**src/rtl/rpn_eval.sv**
```systemverilog
`default_nettype none
// ============================================================================
// Module   : rpn_eval
// Purpose  : Reverse-Polish expression evaluator. Takes one ASCII character
//            per handshake from the infix-to-RPN stage, keeps a signed operand
//            stack, and on '=' prints the result as decimal ASCII followed by
//            a line feed. Error conditions print "E\n" instead.
// Revision : 1.0 - initial release
// ----------------------------------------------------------------------------
// Ports
//   CLK       in   clock, all state on the rising edge
//   RST       in   synchronous active-high reset
//   IN_STB    in   upstream character valid
//   IN_CHAR   in   [7:0] upstream ASCII character
//   IN_ACK    out  one-cycle pulse, character consumed
//   OUT_STB   out  result character valid
//   OUT_CHAR  out  [7:0] result ASCII character
//   OUT_ACK   in   downstream has taken OUT_CHAR
//   ERR       out  sticky expression-error flag
//   DEPTH     out  [3:0] operand-stack occupancy
// Parameters
//   STACK_DEPTH  operand-stack entries (DEPTH is 4 bits, so at most 15)
//   W            operand width, two's complement; decimal output covers W<=16
// ============================================================================
module rpn_eval #(
    parameter int STACK_DEPTH = 8,
    parameter int W           = 16
) (
    input  logic       CLK,
    input  logic       RST,
    input  logic       IN_STB,
    input  logic [7:0] IN_CHAR,
    output logic       IN_ACK,
    output logic       OUT_STB,
    output logic [7:0] OUT_CHAR,
    input  logic       OUT_ACK,
    output logic       ERR,
    output logic [3:0] DEPTH
);

    localparam int AW    = (STACK_DEPTH > 1) ? $clog2(STACK_DEPTH) : 1;
    localparam int CW    = $clog2(W + 1);
    localparam int MW    = 17;  // magnitude of the most negative value needs one extra bit
    localparam int BUF_N = 8;   // '-' + five digits + LF fits in seven slots

    typedef enum logic [2:0] {
        ST_IDLE = 3'd0,
        ST_ACK  = 3'd1,
        ST_EXEC = 3'd2,
        ST_CONV = 3'd3,
        ST_EMIT = 3'd4,
        ST_WAIT = 3'd5
    } state_t;

    // ------------------------------------------------------------------
    // State
    // ------------------------------------------------------------------
    state_t         state_q, state_d;
    logic [7:0]     char_q, char_d;
    logic [W-1:0]   stk_q [STACK_DEPTH];
    logic [W-1:0]   stk_d [STACK_DEPTH];
    logic [3:0]     depth_q, depth_d;
    logic           err_q, err_d;

    // divider: quo_q starts as the dividend magnitude and shifts out MSB first
    logic [W-1:0]   quo_q, quo_d;
    logic [W-1:0]   rem_q, rem_d;
    logic [W-1:0]   dvs_q, dvs_d;
    logic           neg_q, neg_d;
    logic [CW-1:0]  cnt_q, cnt_d;

    // binary-to-decimal conversion
    logic [MW-1:0]  mag_q, mag_d;
    logic [2:0]     pidx_q, pidx_d;
    logic [3:0]     dig_q, dig_d;
    logic           started_q, started_d;

    // emission buffer
    logic [7:0]     buf_q [BUF_N];
    logic [7:0]     buf_d [BUF_N];
    logic [2:0]     len_q, len_d;
    logic [2:0]     idx_q, idx_d;

    // ------------------------------------------------------------------
    // Character decode and stack access
    // ------------------------------------------------------------------
    logic           w_is_digit, w_is_arith, w_is_div, w_is_eq;
    logic [AW-1:0]  w_top_idx, w_nxt_idx, w_push_idx;
    logic [W-1:0]   w_top, w_nxt, w_arith;
    logic [W-1:0]   w_a_mag, w_b_mag;
    logic [MW-1:0]  w_top_ext;

    assign w_is_digit = (char_q >= 8'h30) && (char_q <= 8'h39);
    assign w_is_arith = (char_q == 8'h2B) || (char_q == 8'h2D) || (char_q == 8'h2A);
    assign w_is_div   = (char_q == 8'h2F);
    assign w_is_eq    = (char_q == 8'h3D);

    // indices are only used when the occupancy makes them valid
    assign w_top_idx  = AW'(depth_q - 4'd1);
    assign w_nxt_idx  = AW'(depth_q - 4'd2);
    assign w_push_idx = AW'(depth_q);

    assign w_top = stk_q[w_top_idx];
    assign w_nxt = stk_q[w_nxt_idx];

    always_comb begin
        w_arith = w_nxt * w_top;
        if (char_q == 8'h2B) begin
            w_arith = w_nxt + w_top;
        end else if (char_q == 8'h2D) begin
            w_arith = w_nxt - w_top;
        end
    end

    // unsigned magnitudes; the most negative value maps to 2^(W-1), which
    // still fits unsigned in W bits
    assign w_a_mag   = w_nxt[W-1] ? (~w_nxt + 1'b1) : w_nxt;
    assign w_b_mag   = w_top[W-1] ? (~w_top + 1'b1) : w_top;
    assign w_top_ext = {{(MW - W){w_top[W-1]}}, w_top};

    // ------------------------------------------------------------------
    // Restoring-division step
    // ------------------------------------------------------------------
    logic [W:0]     w_rsh;
    logic           w_ge;
    logic [W-1:0]   w_rem_nx, w_quo_nx, w_quo_res;

    assign w_rsh     = {rem_q, quo_q[W-1]};
    assign w_ge      = (w_rsh >= {1'b0, dvs_q});
    // when w_ge holds the difference is below the divisor, so W bits suffice
    assign w_rem_nx  = w_ge ? (w_rsh[W-1:0] - dvs_q) : w_rsh[W-1:0];
    assign w_quo_nx  = {quo_q[W-2:0], w_ge};
    assign w_quo_res = neg_q ? (~w_quo_nx + 1'b1) : w_quo_nx;

    // ------------------------------------------------------------------
    // Decimal weights
    // ------------------------------------------------------------------
    function automatic logic [MW-1:0] pow10(input logic [2:0] sel);
        case (sel)
            3'd0:    return 17'd10000;
            3'd1:    return 17'd1000;
            3'd2:    return 17'd100;
            3'd3:    return 17'd10;
            default: return 17'd1;
        endcase
    endfunction

    logic [MW-1:0]  w_pow;
    assign w_pow = pow10(pidx_q);

    // ------------------------------------------------------------------
    // Next-state and output logic
    // ------------------------------------------------------------------
    always_comb begin
        state_d   = state_q;
        char_d    = char_q;
        stk_d     = stk_q;
        depth_d   = depth_q;
        err_d     = err_q;
        quo_d     = quo_q;
        rem_d     = rem_q;
        dvs_d     = dvs_q;
        neg_d     = neg_q;
        cnt_d     = cnt_q;
        mag_d     = mag_q;
        pidx_d    = pidx_q;
        dig_d     = dig_q;
        started_d = started_q;
        buf_d     = buf_q;
        len_d     = len_q;
        idx_d     = idx_q;
        IN_ACK    = 1'b0;
        OUT_STB   = 1'b0;
        OUT_CHAR  = 8'h00;

        unique case (state_q)
            ST_IDLE: begin
                if (IN_STB) begin
                    char_d  = IN_CHAR;
                    state_d = ST_ACK;
                end
            end

            ST_ACK: begin
                IN_ACK  = 1'b1;
                state_d = ST_IDLE;
                if (w_is_eq) begin
                    idx_d = 3'd0;
                    if (err_q || (depth_q != 4'd1)) begin
                        buf_d[0] = 8'h45;
                        buf_d[1] = 8'h0A;
                        len_d    = 3'd2;
                        state_d  = ST_EMIT;
                    end else begin
                        pidx_d    = 3'd0;
                        dig_d     = 4'd0;
                        started_d = 1'b0;
                        if (w_top[W-1]) begin
                            buf_d[0] = 8'h2D;
                            len_d    = 3'd1;
                            mag_d    = ~w_top_ext + 17'd1;
                        end else begin
                            len_d    = 3'd0;
                            mag_d    = w_top_ext;
                        end
                        state_d = ST_CONV;
                    end
                end else if (!err_q) begin
                    if (w_is_digit) begin
                        if (depth_q == 4'(STACK_DEPTH)) begin
                            err_d = 1'b1;
                        end else begin
                            stk_d[w_push_idx] = {{(W - 4){1'b0}}, char_q[3:0]};
                            depth_d           = depth_q + 4'd1;
                        end
                    end else if (w_is_arith || w_is_div) begin
                        if (depth_q < 4'd2) begin
                            err_d = 1'b1;
                        end else if (w_is_arith) begin
                            stk_d[w_nxt_idx] = w_arith;
                            depth_d          = depth_q - 4'd1;
                        end else if (w_top == '0) begin
                            err_d = 1'b1;
                        end else begin
                            quo_d   = w_a_mag;
                            rem_d   = '0;
                            dvs_d   = w_b_mag;
                            neg_d   = w_nxt[W-1] ^ w_top[W-1];
                            cnt_d   = '0;
                            state_d = ST_EXEC;
                        end
                    end
                end
            end

            ST_EXEC: begin
                quo_d = w_quo_nx;
                rem_d = w_rem_nx;
                cnt_d = cnt_q + 1'b1;
                if (cnt_q == CW'(W - 1)) begin
                    stk_d[w_nxt_idx] = w_quo_res;
                    depth_d          = depth_q - 4'd1;
                    cnt_d            = '0;
                    state_d          = ST_IDLE;
                end
            end

            ST_CONV: begin
                if (pidx_q == 3'd5) begin
                    buf_d[len_q] = 8'h0A;
                    len_d        = len_q + 3'd1;
                    state_d      = ST_EMIT;
                end else if (mag_q >= w_pow) begin
                    mag_d = mag_q - w_pow;
                    dig_d = dig_q + 4'd1;
                end else begin
                    // leading zeros are dropped, but the units digit always prints
                    if ((dig_q != 4'd0) || started_q || (pidx_q == 3'd4)) begin
                        buf_d[len_q] = 8'h30 + {4'h0, dig_q};
                        len_d        = len_q + 3'd1;
                        started_d    = 1'b1;
                    end
                    dig_d  = 4'd0;
                    pidx_d = pidx_q + 3'd1;
                end
            end

            ST_EMIT: begin
                OUT_STB  = 1'b1;
                OUT_CHAR = buf_q[idx_q];
                if (OUT_ACK) begin
                    state_d = ST_WAIT;
                    if (idx_q == (len_q - 3'd1)) begin
                        depth_d = 4'd0;
                        err_d   = 1'b0;
                    end
                end
            end

            ST_WAIT: begin
                // one cycle with OUT_STB low between characters
                if (idx_q == (len_q - 3'd1)) begin
                    state_d = ST_IDLE;
                end else begin
                    idx_d   = idx_q + 3'd1;
                    state_d = ST_EMIT;
                end
            end

            default: state_d = ST_IDLE;
        endcase
    end

    // ------------------------------------------------------------------
    // Registers
    // ------------------------------------------------------------------
    always_ff @(posedge CLK) begin
        if (RST) begin
            state_q   <= ST_IDLE;
            char_q    <= 8'h00;
            depth_q   <= 4'd0;
            err_q     <= 1'b0;
            quo_q     <= '0;
            rem_q     <= '0;
            dvs_q     <= '0;
            neg_q     <= 1'b0;
            cnt_q     <= '0;
            mag_q     <= '0;
            pidx_q    <= 3'd0;
            dig_q     <= 4'd0;
            started_q <= 1'b0;
            len_q     <= 3'd0;
            idx_q     <= 3'd0;
        end else begin
            state_q   <= state_d;
            char_q    <= char_d;
            depth_q   <= depth_d;
            err_q     <= err_d;
            quo_q     <= quo_d;
            rem_q     <= rem_d;
            dvs_q     <= dvs_d;
            neg_q     <= neg_d;
            cnt_q     <= cnt_d;
            mag_q     <= mag_d;
            pidx_q    <= pidx_d;
            dig_q     <= dig_d;
            started_q <= started_d;
            len_q     <= len_d;
            idx_q     <= idx_d;
        end
    end

    // storage arrays carry no reset; occupancy and length gate every read
    always_ff @(posedge CLK) begin
        stk_q <= stk_d;
        buf_q <= buf_d;
    end

    assign ERR   = err_q;
    assign DEPTH = depth_q;

endmodule
`default_nettype wire

```
**config.mk**
```make
export PLATFORM = sky130hd
export DESIGN_NAME = rpn_eval
export DESIGN_NICKNAME = d
export VERILOG_FILES = /design/src/rtl/rpn_eval.sv
export SDC_FILE = /design/constraint.sdc
export NUM_CORES = 1
export LEC_CHECK = 0
export BUFFER_PORTS_ARGS = -buffer_cell sky130_fd_sc_hd__buf_2
export CORE_MARGIN = 8
export CORE_UTILIZATION = 54
export CTS_BUF_LIST = sky130_fd_sc_hd__clkbuf_4 sky130_fd_sc_hd__clkbuf_8
export DETAILED_ROUTE_END_ITERATION = 12
export HOLD_SLACK_MARGIN = 0.03
export PLACE_DENSITY = 0.8
export SLEW_MARGIN = 20
export SYNTH_ARGS = -nofsm -noshare
export SYNTH_HDL_FRONTEND = slang
export SYNTH_SLANG_ARGS = --single-unit
```
**constraint.sdc**
```tcl
create_clock -name CLK -period 19.3 [get_ports CLK]
set_input_delay 5.79 -clock CLK [delete_from_list [all_inputs] [get_ports CLK]]
set_output_delay 5.79 -clock CLK [all_outputs]
set_load 0.1 [all_outputs]
```
## Yosys cells after proc, flatten, opt, wreduce, memory -nomap -nowiden

Index checks and enable logic that the tools add are counted.

| word-level totals | value |
|---|---|
| register bits after elaboration | 293 |
| input port bits | 12 |

| operators by class | value |
|---|---|
| add/subtract/negate cells | 18 |
| multipliers | 1 |
| $lt $le $gt $ge | 13 |
| equality and inequality tests | 47 |
| mux-type cells | 139 |
| bitwise operators | 19 |
| reduce and logical (&&, ||, !) cells | 36 |

Operator list:

| operator | count |
|---|---|
| two-way mux 128 bit | 8 |
| two-way mux 16 bit | 27 |
| bitwise mux 128 bit | 3 |
| one-hot mux 128 bit (2 select lines) | 1 |
| two-way mux 64 bit | 3 |
| binary-select mux 16 bit (select 3 bit) | 2 |
| demux 16 bit (select 3 bit) | 2 |
| one-hot mux 16 bit (2 select lines) | 3 |
| two-way mux 17 bit | 5 |
| bitwise mux 64 bit | 1 |
| two-way mux 4 bit | 14 |
| two-way mux 8 bit | 7 |
| one-hot mux 14 bit (4 select lines) | 1 |
| two-way mux 3 bit | 17 |
| adder 16 x 1 -> 16 bit, second input constant | 3 |
| AND 48 bit | 1 |
| NOT 16 bit | 3 |
| NOT 48 bit | 1 |
| inequality test 2 bit, second input constant | 21 |
| equality test 8 x 6 -> 1 bit, second input constant | 5 |
| two-way mux 5 bit | 8 |
| one-hot mux 17 bit (2 select lines) | 1 |
| subtractor 16 bit | 2 |
| binary-select mux 8 bit (select 3 bit) | 1 |
| 54 further kinds | 133 |

## Logic depth before layout (Yosys ltp)

Gate-level depths: netlist (run 1).

| depth | value |
|---|---|
| depth after elaboration | 16 |
| gate-level depth with buffers | 37 |
| mapped depth without buffers | 28 |

## Worst setup path after synthesis (run 1)

OpenSTA, ideal clock, no wires.

| path | value |
|---|---|
| path type | register to register |
| from | register depth_q[0], in the netlist DEPTH[0] |
| to | register stk_q[110] in the netlist's numbering, data pin |
| library setup time | 0.280 ns |
| arrival | 9.265 ns |
| slack | 9.755 ns |
| stages on the path, launching flop included | 34 |
| buffers on the path | 9 |
| period minus slack after synthesis | 9.545 ns |
| cells stage by stage | dfxtp_1 buf_6 buf_12 buf_6 buf_6 buf_6 clkbuf_1 inv_1 ha_1 buf_2 clkbuf_1 buf_2 mux4_2 mux2i_2 inv_1 ha_1 fa_1 inv_1 fa_1 fa_1 fa_1 inv_1 fa_1 inv_1 fa_1 inv_1 ha_1 and3_1 a211oi_1 o21bai_1 a21o_1 xor2_1 o22ai_1 o22ai_1 |

RTL lines:

| what | line | text |
|---|---|---|
| start, declared | 62 | `logic [3:0] depth_q, depth_d;` |
| start signal, assigned | 317 | `depth_q <= depth_d;` |
| end signal, assigned | 335 | `stk_q <= stk_d;` |
| end, declared | 60 | `logic [W-1:0] stk_q [STACK_DEPTH];` |

==> results.ini, run 1 <==
[final_layout]
antenna-diode-count=0
layout_common_cells=nor2_1 (300), nand2_1 (268), inv_1 (199)
fin_nets=2615
syn_to_final_growth_pct=6.81
drive_above_1_share_pct=10.8
layout_commonest_cell=nor2_1
nFillCells=3542
fin_cells=2967

[timing]
max_slew_margin_pct=20.2
fin_crit_sh_pct=47.7
skew_ps=36.8
final_max_slew_viol_count=0
finalSetupViolations=0
period_minus_slack_ps=9220
tightest_slew_ps=1190
rsz0062_at_grt=false
hold_violations=0
tns_ps=0
fmaxAchievable_mhz=109

[worst_setup_path]
worstPathRequired_ps=19620
cpPeakStageDelay_ps=800
startpoint=DEPTH[0]
cp.arrival_ps=9530
cp_top_family=adder cells
start_kind=register
critPathKind=register to register
crit_path_top_delay_cell=dfxtp_4
worstSetupEndpointType=register
crit_fanout=48
timing.rr.start=DEPTH[0]
crit_buf_inv=7
r2r_slack_ps=10090

[route]
wl_per_cell_um=22.8
wirelength_um=67600
drc=0
wl_met2_um=30900
drtAntennaViolNets=0
viasPerCell=6.61
vias=19610
drtIter0Drc=2237
first_pass_iters=7
met3_wirelength_um=7480
top_layer=met4
wl_met1_um=25600

[logic_synthesis]
seq_area_frac_synth_pct=34.1
synth_cell_types=87
synth_cells=2400
netlist_area_um2=22900
synth_nets=2625
synth_edf_count=192
async_flop_share_pct=0
synth_flop_cell=edfxtp_1
synth-seq-cells=293
synth_warnings=0
avgSynthCellArea_um2=9.52

[floorplanning]
die-area_um2=49200
rows=75
die_w_um=222
start_util_pct=54.6
core_um2=41900
ioPinCount=27
die_height_um=222

[global_route]
grt_pass1_vias=19511
track_usage_pct=26.8
grt_pass1_wl_um=106000
antenna_found_initial=0
grt_max_degree=59
grt_overflow=0

[cts]
htree_levels=2
clock_latency_ps=640
cts_resized=0
clkTransAtPathRegs_ps=60
root_buffer=clkbuf_8
cts_tree=yes
cts_sinks=293
clockBufferDepth=3
cts_setup_buffers=0
cts_buffers=48
postCtsHoldBufs=0

[outcome]
status=finished clean

[place]
port-buffer-count=26
placed_cells=2879
dp_hpwl_um=48700
gp_congestion=0.988

[flow_run]
cap_violations=0

[hold_path]
min-delay-start=dvs_q[6]
hp-class=register to register

[sequential cells by signal (all words and copies together), names as in the netlist, 4 cells and up]
register  count
cnt_q         5
stk_q       128
rem_q        16
char_q        8
DEPTH         4
quo_q        16
buf_q        64
dig_q         4
mag_q        17
dvs_q        16
[metrics by stage]
step	utilization [%]	hold WS (ps)	setup slack [ps]	cell area, µm²
6_report	58.3	452	10090	24400
5_1_grt	58.3	481	9580	24400
2_1_floorplan	-	432	9760	22900
3_5_place_dp	55.9	449	10270	23400
4_1_cts	58.3	457	10210	24400
3_3_place_gp	55.9	443	10520	23400
[cell usage after synthesis, types with 12 or more instances]
master    count  area share [%]
a211oi_1     21            0.69
a21o_1       32             1.1
a21oi_1     150             3.3
a22o_1       13            0.50
a311oi_1     15            0.57
a31oi_1      12            0.33
and3_1       19            0.52
buf_2        13            0.28
clkbuf_1     89             1.5
dfxtp_1     101             8.8
edfxtp_1    192              25
fa_1         84             7.4
ha_1        129             7.1
inv_1       199             3.3
mux2i_1      29             1.3
mux4_2       74             7.3
nand2_1     268             4.4
nand2b_1     18            0.49
nand3_1      44            0.96
nor2_1      302             5.0
nor2b_1      23            0.63
nor3_1       35            0.77
o211ai_1     19            0.62
o21ai_0      78             1.7
o21bai_1     15            0.49
o221ai_1     38             1.5
o22ai_1      47             1.3
o31ai_1      13            0.43
or3_1        16            0.44
xnor2_1      82             3.1
xor2_1       23            0.88
[layer usage]
layer	vias up	global-route usage (%)
met5	-	0
met4	0	14.3
met3	287	5.70
met2	1304	42.8
met1	9418	34.1
li1	8601	-
[layout make-up]
cell class              instances  area [µm²]  area share, %
clock buffers                  64         818           3.35
clock inverters                24         196          0.805
inverters                     206         773           3.17
multi-input cells            1779       13800           56.3
flip-flops and latches        293        7790           31.9
well taps                     539         674           2.76
repair buffers                 62         403           1.65
[path summary, 6_finish.rpt]
check | to | cells after the start
worst max-delay path | stk_q[78] | 25
worst min-delay path | dvs_q[6] | 2
worst max register to register | stk_q[78] | 25
worst min register to register | dvs_q[6] | 2
[worst reg2reg max path: stages, from the launching register on]
cell and delay [ps]:
dfxtp_4 800, inv_1 260, ha_1 390, buf_4 440, mux4_2 460, mux2i_2 570
inv_1 270, ha_1 320, fa_1 490, inv_1 50, fa_1 490, fa_1 430
fa_1 550, inv_1 50, fa_1 470, inv_1 50, fa_1 530, inv_1 60
ha_1 370, and3_1 210, a211oi_1 380, o21bai_1 130, a21o_1 200, xor2_1 160
o22ai_1 580, o22ai_1 200
[cells by family (layout without fill, tap and decap cells)]
logic type      count (synthesis)  after routing  synth area share (%)
compound gates                538            538                  15.5
xor+xnor                      108            108                  4.31
fa+ha+maj                     213            213                  14.4
buf+inv                       328            356                  5.83
flops                         293            293                  34.1
mux                           130            130                  10.7
simple gates                  790            790                  15.2
Power of run 1 is not shown: default switching activity piles up to over one toggle a cycle in this logic, so the estimate is an artifact.
==> run 2, diff against run 1 <==
Clock period 19.3 ns to 9.6 ns, I/O delays scaled along.
==> results.ini, run 2 (synthesis gave the netlist of run 1 again) <==
[final_layout]
fin_nets=2623  ; +0.31%
seq_area_um2=7790  ; unchanged
drive_above_1_share_pct=11.3  ; +0.45 points
layout_commonest_cell=nor2_1
largest_reg_flops=128  ; unchanged
layout_common_cells=nor2_1 (300), nand2_1 (268), inv_1 (199)
nFillCells=3525  ; -0.48%
multi_input_area_um2=13700  ; about the same
top_regs=stk_q x128, buf_q x64, mag_q x17
syn_to_final_growth_pct=7.01
final_util_pct=58.4  ; +0.11 points
top_register=stk_q

[cts]
cts_buffers=48  ; unchanged
clock_latency_ps=610  ; -30 ps
cts_sinks=293  ; unchanged
root_buffer=clkbuf_8
cts_tree=yes
htree_levels=2  ; unchanged
cts_resized=0  ; unchanged
clockBufferDepth=3  ; unchanged
cts_setup_buffers=0  ; unchanged
postCtsHoldBufs=0  ; unchanged
clkTransAtPathRegs_ps=60  ; about the same

[worst_setup_path]
startpoint=DEPTH[2]
crit_path_top_delay_cell=ha_1
worstPathRequired_ps=9900  ; -9720 ps
crit_buf_inv=6  ; -1
reg2reg_depth=23  ; -8.0%
worstSetupEndpointType=register
cpPeakStageDelay_ps=680  ; -120 ps
cp_top_family=adder cells
worst_path_most_repeated_cell=fa_1
timing.rr.start=DEPTH[2]
cp.depth=23  ; -8.0%
crit_path_cell_trace=inv_1 > ha_1 > buf_4 > mux2i_1 > inv_1 > nand2_1 > fa_1 > fa_1 > fa_1 > fa_1 > inv_1 > fa_1 > inv_1 > fa_1 > inv_1 > ha_1 > and3_1 > a211oi_1 > o21bai_1 > a21o_1 > xor2_1 > o22ai_1 > o22ai_1
start_kind=register
cp.arrival_ps=9020  ; -510 ps
crit_end=stk_q[30]
crit_fanout=14  ; -71%
crit-reg2reg-capture=stk_q[30]
r2r_slack_ps=880  ; -9200 ps
critPathKind=register to register

[route]
first_pass_iters=6  ; -1
drtIter0Drc=2541  ; +14%
vias=19782  ; +0.88%
viasPerCell=6.64  ; +0.54%
drc=0  ; unchanged
drtAntennaViolNets=0  ; unchanged
wirelength_um=69200  ; +2.3%
wl_per_cell_um=23.2  ; +2.0%

[timing]
timing.hold.ws_ps=459  ; +6.94 ps
fmaxAchievable_mhz=115  ; +5.7%
rsz0062_at_grt=false
fin_crit_sh_pct=90.8  ; +43 points
final_max_slew_viol_count=0  ; unchanged
finalSetupViolations=0  ; unchanged
period_minus_slack_ps=8720  ; -498 ps
max_slew_margin_pct=23.9  ; +3.7 points
tns_ps=0  ; unchanged
tightest_slew_ps=1130  ; -59.6 ps
hold_violations=0  ; unchanged
skew_ps=36.1  ; -0.726 ps

[global_route]
track_usage_pct=27.2  ; +0.36 points
grt_overflow=0  ; unchanged
grt_pass1_wl_um=107000  ; +0.94%
antenna_found_initial=1  ; +1
grt_max_degree=55  ; -6.8%
grt_pass1_vias=19282  ; -1.2%

[place]
gp_congestion=1.04  ; +5.2%
dp_hpwl_um=49900  ; +2.5%
port-buffer-count=26  ; unchanged

[floorplanning]
die_height_um=222  ; unchanged
die_w_um=222  ; unchanged
rows=75  ; unchanged
die-area_um2=49200  ; unchanged
start_util_pct=54.6  ; unchanged
core_um2=41900  ; unchanged
ioPinCount=27  ; unchanged

[outcome]
status=finished clean

[flow_run]
cap_violations=0  ; unchanged

[hold_path]
hp-class=register to register

run 2: cell types whose count changed in the layout (fill, tap and decap cells not counted):
cell       change
buf_4          +7
clkinv_2       +6
mux2i_2        -1
clkbuf_8       +1
clkbuf_2       +1
o31ai_2        -1
o31ai_1        +1
clkinv_1       -5
mux2i_1        +1
bufinv_16      -1
diode_2        +1
run 2: final cells by class:
type                       count  share of cell area, %
clock inverter                24                  0.727
inverter                     206                   3.16
tap                          539                   2.76
sequential                   293                   31.9
timing repair buffer          70                   1.88
antenna                        1                 0.0102
clock buffer                  65                   3.40
multi-input combinational   1779                   56.2
run 2: metal layers:
metal | track usage [%] | up-vias | wire (µm)
met3 | 5.09 | 276 | 8210
met1 | 35.7 | 9490 | 26300
met4 | 12.2 | 2 | 3550
met2 | 43.5 | 1369 | 31100
li1 | - | 8645 | -
met5 | 0 | - | 49
run 2: worst min path at each step:
| stage | startpoint | slack, ps | depth (start not counted) | endpoint |
|---|---|---|---|---|
| floorplan | mag_q[0] | 430 | 2 | mag_q[0] |
| global placement | mag_q[0] | 440 | 2 | mag_q[0] |
| detailed placement | dvs_q[5] | 450 | 2 | dvs_q[5] |
| CTS | dvs_q[5] | 460 | 2 | dvs_q[5] |
| global route | mag_q[0] | 480 | 2 | mag_q[0] |
| finish | dvs_q[2] | 460 | 2 | dvs_q[2] |
run 2: tightest hold or removal path, stage by stage (launching register included):
cell	delay, ps
dfxtp_1	310
nand2_1	50
a21oi_1	50
run 2: stage by stage:
step           instance area, µm²  worst slack, ps  instances
2_1_floorplan               22900             55.1       2400
3_3_place_gp                23400             1300       2886
3_5_place_dp                23400             1140       2886
4_1_cts                     24400             1080       2975
5_1_grt                     24500              682       2976
6_report                    24500              883       2977
Power of run 2 is left out for the same reason.
